==> src/rtl/serial_word_xnor_cmp_pkg.sv <==
// rtl/serial_word_xnor_cmp_pkg.sv - shared FSM encoding, default width and counter-width helper
package serial_cmp_pkg;

  typedef enum logic [1:0] {
    IDLE  = 2'd0,
    SHIFT = 2'd1,
    DONE  = 2'd2
  } state_t;

  localparam int DEF_WIDTH = 8;

  function automatic int cw_of(input int width);
    return $clog2(width + 1);
  endfunction

endpackage

==> src/rtl/serial_word_xnor_cmp_if.sv <==
// rtl/serial_word_xnor_cmp_if.sv - bit-pair stream and result bundle; mism_cnt exists only with MISMATCH_COUNT_EN
interface serial_word_xnor_cmp_if
  import serial_cmp_pkg::*;
#(
  parameter int WIDTH = DEF_WIDTH
);
  localparam int CW = cw_of(WIDTH);

  logic start;
  logic bit_valid;
  logic a;
  logic b;
  logic busy;
  logic done;
  logic eq;
`ifdef MISMATCH_COUNT_EN
  logic [CW-1:0] mism_cnt;
`endif

`ifdef MISMATCH_COUNT_EN
  modport master (output start, bit_valid, a, b, input busy, done, eq, mism_cnt);
  modport slave  (input start, bit_valid, a, b, output busy, done, eq, mism_cnt);
`else
  modport master (output start, bit_valid, a, b, input busy, done, eq);
  modport slave  (input start, bit_valid, a, b, output busy, done, eq);
`endif

endinterface

==> src/rtl/serial_word_xnor_cmp_xnor_nor.sv <==
// rtl/serial_word_xnor_cmp_xnor_nor.sv - 2-input XNOR built only from NOR gates
module xnor_nor (
  output logic y,
  input  logic a,
  input  logic b
);

  logic n_ab;
  logic n_a;
  logic n_b;

  // n_a = ~a & b and n_b = a & ~b, so their NOR is the XNOR
  assign n_ab = ~(a | b);
  assign n_a  = ~(a | n_ab);
  assign n_b  = ~(b | n_ab);
  assign y    = ~(n_a | n_b);

endmodule

==> src/rtl/serial_word_xnor_cmp.sv <==
// rtl/serial_word_xnor_cmp.sv - serial word-equality comparator with registered eq and done strobe
// Optional mismatch counter on mism_cnt is built when MISMATCH_COUNT_EN is defined.
module serial_word_xnor_cmp
  import serial_cmp_pkg::*;
#(
  parameter int WIDTH = DEF_WIDTH
) (
  input logic                     clk,
  input logic                     rst_n,
  serial_word_xnor_cmp_if.slave   bus
);

  localparam int CW = cw_of(WIDTH);

  state_t        state;
  state_t        state_nxt;
  logic [CW-1:0] cnt;
  logic          acc;
  logic          eq_q;
  logic          bit_eq;
  logic          take;
  logic          last;
  logic          accept_start;

  xnor_nor u_xnor (
    .y (bit_eq),
    .a (bus.a),
    .b (bus.b)
  );

  assign accept_start = (state == IDLE) && bus.start;
  assign take         = (state == SHIFT) && bus.bit_valid;
  assign last         = take && (cnt == CW'(WIDTH - 1));

  always_ff @(posedge clk or negedge rst_n) begin
    if (!rst_n) begin
      state <= IDLE;
    end else begin
      state <= state_nxt;
    end
  end

  always_comb begin
    state_nxt = state;
    case (state)
      IDLE:    if (bus.start) state_nxt = SHIFT;
      SHIFT:   if (last) state_nxt = DONE;
      DONE:    state_nxt = IDLE;
      default: state_nxt = IDLE;
    endcase
  end

  always_comb begin
    bus.busy = (state == SHIFT);
    bus.done = (state == DONE);
  end

  // bit_eq only reaches the accumulator on accepted pairs, so X on idle cycles is masked
  always_ff @(posedge clk or negedge rst_n) begin
    if (!rst_n) begin
      cnt  <= '0;
      acc  <= 1'b1;
      eq_q <= 1'b0;
    end else if (accept_start) begin
      cnt  <= '0;
      acc  <= 1'b1;
      eq_q <= 1'b0;
    end else if (take) begin
      cnt <= cnt + CW'(1);
      acc <= acc & bit_eq;
      if (last) eq_q <= acc & bit_eq;
    end
  end

  assign bus.eq = eq_q;

`ifdef MISMATCH_COUNT_EN
  logic [CW-1:0] mism_q;

  always_ff @(posedge clk or negedge rst_n) begin
    if (!rst_n) begin
      mism_q <= '0;
    end else if (accept_start) begin
      mism_q <= '0;
    end else if (take && !bit_eq && (mism_q != CW'(WIDTH))) begin
      mism_q <= mism_q + CW'(1);
    end
  end

  assign bus.mism_cnt = mism_q;
`endif

endmodule

==> src/flat_wrapper.sv <==
// flat-port wrapper written by rule: the top's interface ports become plain ports
module serial_word_xnor_cmp_flat import serial_cmp_pkg::*;
#(
  parameter int WIDTH = DEF_WIDTH
)
  (clk, rst_n, bus_start, bus_bit_valid, bus_a, bus_b, bus_busy, bus_done, bus_eq);
  serial_word_xnor_cmp_if #(.WIDTH(WIDTH)) bus_i ();
  input logic clk;
  input logic rst_n;
  input wire logic [$bits(bus_i.start)-1:0] bus_start;
  input wire logic [$bits(bus_i.bit_valid)-1:0] bus_bit_valid;
  input wire logic [$bits(bus_i.a)-1:0] bus_a;
  input wire logic [$bits(bus_i.b)-1:0] bus_b;
  output wire logic [$bits(bus_i.busy)-1:0] bus_busy;
  output wire logic [$bits(bus_i.done)-1:0] bus_done;
  output wire logic [$bits(bus_i.eq)-1:0] bus_eq;
  assign bus_i.start = bus_start;
  assign bus_i.bit_valid = bus_bit_valid;
  assign bus_i.a = bus_a;
  assign bus_i.b = bus_b;
  assign bus_busy = bus_i.busy;
  assign bus_done = bus_i.done;
  assign bus_eq = bus_i.eq;
  serial_word_xnor_cmp #(.WIDTH(WIDTH)) u_core (.clk(clk), .rst_n(rst_n), .bus(bus_i));
endmodule
==> config.mk <==
export PLATFORM = sky130hd
export DESIGN_NAME = serial_word_xnor_cmp_flat
export DESIGN_NICKNAME = d
export VERILOG_FILES = /design/src/rtl/serial_word_xnor_cmp_pkg.sv /design/src/rtl/serial_word_xnor_cmp_if.sv /design/src/rtl/serial_word_xnor_cmp_xnor_nor.sv /design/src/rtl/serial_word_xnor_cmp.sv /design/src/flat_wrapper.sv
export SDC_FILE = /design/constraint.sdc
export NUM_CORES = 1
export LEC_CHECK = 0
export ABC_AREA = 1
export BUFFER_PORTS_ARGS = -buffer_cell sky130_fd_sc_hd__buf_2
export CORE_AREA = 2 2 39 41
export CTS_CLUSTER_DIAMETER = 200
export CTS_CLUSTER_SIZE = 30
export DETAILED_ROUTE_END_ITERATION = 8
export DIE_AREA = 0 0 41 43
export PLACE_DENSITY = 0.53
export SLEW_MARGIN = 15
export SYNTH_ARGS = -nofsm -noshare
export SYNTH_HDL_FRONTEND = slang
export SYNTH_SLANG_ARGS = --single-unit
==> constraint.sdc <==
create_clock -name clk -period 1.4 [get_ports clk]
set_clock_uncertainty 0.15 [all_clocks]
set_input_delay 0.07 -clock clk [delete_from_list [all_inputs] [get_ports clk]]
set_output_delay 0.07 -clock clk [all_outputs]
set_load 0.1 [all_outputs]
---- Word level (Yosys, flattened, before mapping) ----
Cells that the tools add are included.
storage, ports and cells
  input bits .............................. 6
  word-level logic and storage cells ...... 37
  register bits ........................... 8
operators by class
  add/sub/neg operators ................... 1
  eq/ne operators ......................... 5
  bitwise logic cells ..................... 9
  multiplexer cells ....................... 10
  reduce and logical (&&, ||, !) cells .... 8
operator list
  kind                                            count
  2-to-1 mux 4 bit                                2
  2-to-1 mux 1 bit                                5
  adder 4 x 1 -> 4 bit (second input constant)    1
  == test 4 x 3 -> 1 bit (second input constant)  1
  2-to-1 mux 2 bit                                2
  inverter 1 bit                                  4
  bitwise OR 1 bit                                4
  case mux 2 bit (2 select lines)                 1
  AND reduction 2 bit                             2
  nonzero test 2 bit                              2
  logical AND 1 bit                               3
  == test 2 x 1 -> 1 bit (second input constant)  1
  == test 2 bit (second input constant)           1
  zero test 2 bit                                 1
  != test 2 x 1 -> 1 bit (second input constant)  1
  != test 2 bit (second input constant)           1
  bitwise AND 1 bit                               1

---- Longest topological paths before layout ----
  word-level depth ........................ 10
  depth in mapped cells ................... 6
  mapped depth without buffers ............ 6

---- Cells and area by module ----
Synthesis repeated with hierarchy kept, for this count alone.
unflattened totals
  cell total of the unflattened synthesis .. 53
  area total of the unflattened synthesis .. 415.4 um^2
modules (own cells, without submodules)
  module                times used  area an instance (um^2)  sequential area each (um^2)  cells each
  serial_word_xnor_cmp  1           396.6                    201.4                        48
  xnor_nor              1           18.8                     0.0                          5

---- Worst setup path before layout ----
OpenSTA, ideal clock, no wires.
  path kind ............................... register -> output
  start point ............................. reg u_core.state[0]
  end point ............................... out bus_done
  cell stages (with the launch flop) ...... 2
  data arrival time ....................... 1,669 ps
  data required time ...................... 1,180 ps
  setup slack ............................. -489 ps
  path through ............................ dfrtp_1 -> nor2_1
on the way
  longest elaborated chain between the ends .. 1
RTL lines
  what                      RTL line                    text
  start: declaration        serial_word_xnor_cmp.sv:15  state_t state;
  start signal: assignment  serial_word_xnor_cmp.sv:39  state <= state_nxt;
  == test 2 bit             serial_word_xnor_cmp.sv:55  bus.done = (state == DONE);
  end: declaration          flat_wrapper.sv:15          output wire logic [$bits(bus_i.done)-1:0] bus_done;
Every way passes these cells.

---- Final worst setup path ----
  start point ............................. reg u_core.state[1]
  end point ............................... out bus_busy
on the way
  longest elaborated chain between the ends .. 1
RTL lines
  what                    RTL line                    text
  == test 2 x 1 -> 1 bit  serial_word_xnor_cmp.sv:54  bus.busy = (state == SHIFT);
  end: declaration        flat_wrapper.sv:14          output wire logic [$bits(bus_i.busy)-1:0] bus_busy;
Every way passes these cells.

==> results.md <==
- The number of CTS-inserted buffers is 3.
- Measured along the y axis, the die boundary spans 43 microns.
- The busiest layer in global routing is met2.
- The final critical path time including I/O delays and setup is between 1 and 1.5 ns.
- After synthesis, the netlist uses 14 different library cells.
- The Yosys warning count is 0.
- In this design, the stage delay of the slowest critical-path cell is about 0.38 ns.
- The wire length per cell is between 8 and 9 microns.
- In this run the power density over the cells is 1970 nW/um^2.
- The run finished with clean final reports.
- In the final layout, the multi-input gates occupy 184 sq um.
- Setup repair after global routing left no endpoint under its margin.
- The half-perimeter wire length after placement is roughly 530 microns.
- The total nets after synthesis is 57.
- Data arrives at the worst endpoint at approximately 1.1 ns.
- The area of the core is between 1000 and 1500 sq um.
- Global routing used 13.7% of the available met1 tracks.
- The highest clock frequency the design can meet is between 0.7 and 0.8 GHz.
- The die width is ~41 microns.
- Setup violations remaining at the end of the flow were counted as 0.
- The final critical path takes up 92.5% of the cycle.
- The part of the power in registers is between 30% and 40%.
- The worst slew margin relative to its limit is 68.1%.
- For this run, the post-layout net count is 73.
- Walking the worst path, the cells encountered are inv_2 -> nand2_1 -> inv_1 -> buf_12.
- The startpoint identified for the worst register-to-register timing path is u_core.cnt[0]$_DFFE_PN0P_.
- The post-route netlist has 27.7% of its cells at a drive strength greater than 1.
- The final weighted congestion of routability-driven global placement is just under 0.7.
- The remaining design rule violation count is 0.
- The slowest stage of the critical path is the sky130_fd_sc_hd__dfrtp_1 cell.
- The beginning of the critical path is u_core.state[1]$_DFFE_PN0P_.
- The met2 global-route usage is 15.6%.
- The clock share of power is a little under a fifth.
- TritonCTS built the clock tree.
- In this run the count of I/O pins placed on the die edge is 9.
- The largest net degree at the start of global routing is 9.
- Counting along the longest clock path gives a buffer depth of 2.
- Summing all placed instances gives a cell area of 502 sq um.
- The library cells used most frequently in the layout, excluding fill and tap cells, are sky130_fd_sc_hd__nand2_1, sky130_fd_sc_hd__dfrtp_1, sky130_fd_sc_hd__inv_1, sky130_fd_sc_hd__buf_2.
- The number of buffers added on ports is 8.
- The detailed router finished its first iteration with 3 violations.
- Clock tree synthesis selected as its root buffer the cell sky130_fd_sc_hd__clkbuf_4.
- The first-pass GRT wire length is around 1300 microns.
- The analysis attributes to net switching a power of around 0.5 mW.
- The die covers approximately 1800 sq um.
- OpenSTA, run right after detailed placement, puts the worst setup slack at 0.135 ns.
- At the worst endpoint, the required time is ~1.2 ns.
- The worst setup path is launched from a flop.
- The initial antenna violation count is 0.
- The final-layout fill cell count is 147.
- The number of levels the H-tree was split into is 1.
- The final count of hold timing violations came to 0.
- After global routing the overflow that remains totals 0.
- The number of antenna diodes in the final layout is 0.
- The proportion of synthesized chip area in sequential cells is 49.8%.
- The number of flip-flops and latches in the synthesized netlist is 8.
- The synthesis-to-finish area growth is 38.1%.
- The design draws ~1.1 mW.
- The leakage power summed over all cells is 0.297 nW.
- Setup total negative slack on the finished layout was measured at 0 ns.
- Across all setup checks in the final design, the least slack found is roughly 0.10 ns.
- The total routing usage reported by global routing is around 11%.
- Row generation in the floorplan step produced 14 rows.
- The via count of the first global-routing pass is 332.
- After synthesis the cells add up to 404 sq um.
- The final standard cell area without fillers is roughly 560 sq um.
- The pre-antenna-repair detailed-routing pass consisted of 3 iterations.
- The met3 track demand over resource is 1.57%.
- The classification of the worst-slack hold path is primary input to flop.
- The type of destination of the critical path is an output pin.
- The worst hold path begins at bus_bit_valid.
- The count of nets left with antenna violations once routing finished came out at 0.
- The later-pin clock latency in the skew report is ~0.27 ns.
- The detail-routed via count per cell is between 4 and 5.
- The register-to-register setup slack is 0.14 ns.
- Post-CTS timing repair inserted 0 buffers for setup.
- The setup path with the least slack is of type flop to output pin.
- The cell-internal power is 0.607 mW.
- The count of final max-slew check failures is 0.
- The share of total power consumed by net switching is around 45%.
- The initial core utilization is 29.2%.
- The library cell used most frequently in the layout, excluding fill and tap cells, is sky130_fd_sc_hd__nand2_1.
- Across the run, the number of max-cap violations was 0.
- Clock-pin slew was measured on the worst setup and hold paths at about 0.050 ns.
- The synthesized area per cell is 8.08 sq um.
- Synthesis produced a netlist whose cell count is 50.
- The number of clock sinks is 8.
- The overall via count from detail_route is ~350.
- The post-detailed-routing wire length is between 700 and 800 microns.
- The measured slew at the worst slew-check pin is roughly 0.48 ns.
- The biggest fanout along the worst timing path is 3.
- The combinational power share is about 45%.
- VDD sags by at most 0.550 mV.
- The storage element area is between 200 and 250 sq um.
## timing repair
item,in CTS,in global routing
endpoints found under the setup margin,0,1
hold buffers,3,0
gates resized for setup,0,1
hold endpoints to repair,11,0
## power by group through the flow
stage               sequential [mW]  combinational (mW)  clock (mW)
CTS                           0.409               0.498       0.201
global placement              0.408               0.489           0
finish                        0.409               0.491       0.199
floorplan                     0.453               0.312           0
global route                  0.422               0.552       0.210
detailed placement            0.411               0.486           0
## state kept, by name, indices dropped and copies added (netlist names)
name and cells:
u_core.bus.eq 1, u_core.state 2, u_core.acc 1, u_core.cnt 4
## through the flow
step                      util, %  hold slack (ns)  std cells
final                        40.3          0.00780         81
after global routing         40.3           0.0298         81
after CTS                    40.3          0.00896         81
after detailed placement     36.3           -0.227         74
after global placement       36.3           -0.227         74
after floorplan                 -           -0.376         50
## cell type report
cell class / count / area share, %
inverter: 7 / 4.71
tap: 16 / 3.59
multi-input combinational: 35 / 33.0
clock buffer: 4 / 4.71
timing repair buffer: 11 / 17.9
sequential: 8 / 36.1
## metal layers
metal | vias up | share of wire (%)
met2 | 8 | 45
li1 | 186 | -
met4 | 0 | 3.8
met1 | 151 | 47
met3 | 3 | 4.1
met5 | - | 0
## cell usage after synthesis
| library cell | instances | area share (%) |
|---|---|---|
| sky130_fd_sc_hd__nand2_1 | 15 | 14 |
| sky130_fd_sc_hd__xor2_1 | 1 | 2.2 |
| sky130_fd_sc_hd__dfstp_2 | 1 | 6.5 |
| sky130_fd_sc_hd__ha_1 | 1 | 3.1 |
| sky130_fd_sc_hd__inv_1 | 7 | 6.5 |
| sky130_fd_sc_hd__o21ai_0 | 2 | 2.5 |
| sky130_fd_sc_hd__dfrtp_1 | 7 | 43 |
| sky130_fd_sc_hd__nand3_1 | 5 | 6.2 |
| sky130_fd_sc_hd__nor2_4 | 1 | 2.8 |
| sky130_fd_sc_hd__nor2_1 | 6 | 5.6 |
| sky130_fd_sc_hd__o211ai_1 | 1 | 1.9 |
| sky130_fd_sc_hd__nor2_2 | 1 | 1.5 |
| sky130_fd_sc_hd__nand3_2 | 1 | 2.5 |
| sky130_fd_sc_hd__nand2_2 | 1 | 1.5 |
## kinds of logic after synthesis
group,Yosys count,share of synthesized area [%]
buf+inv,7,6.50
fa+ha+maj,1,3.10
simple gates,30,34.1
flops,8,49.8
compound gates,3,4.34
xor+xnor,1,2.17
## worst paths after layout
| kind | endpoint | cells after the start |
|---|---|---|
| max in group asynchronous | u_core.acc$_DFFE_PN1P_ | 2 |
| min in group asynchronous | u_core.cnt[0]$_DFFE_PN0P_ | 2 |
| max reg2reg | u_core.bus.eq$_DFFE_PN0P_ | 6 |
| min reg2reg | u_core.acc$_DFFE_PN1P_ | 2 |
| max | bus_busy | 4 |
| min | u_core.state[1]$_DFFE_PN0P_ | 3 |
## critical path, delay by kind of cell (launching register included)
family                 cells  cell delay, ns
buffers and inverters      3            0.37
AND/OR/NAND/NOR            1            0.07
flip-flops                 1            0.38
Note: power is estimated with default switching activity, not from simulation.
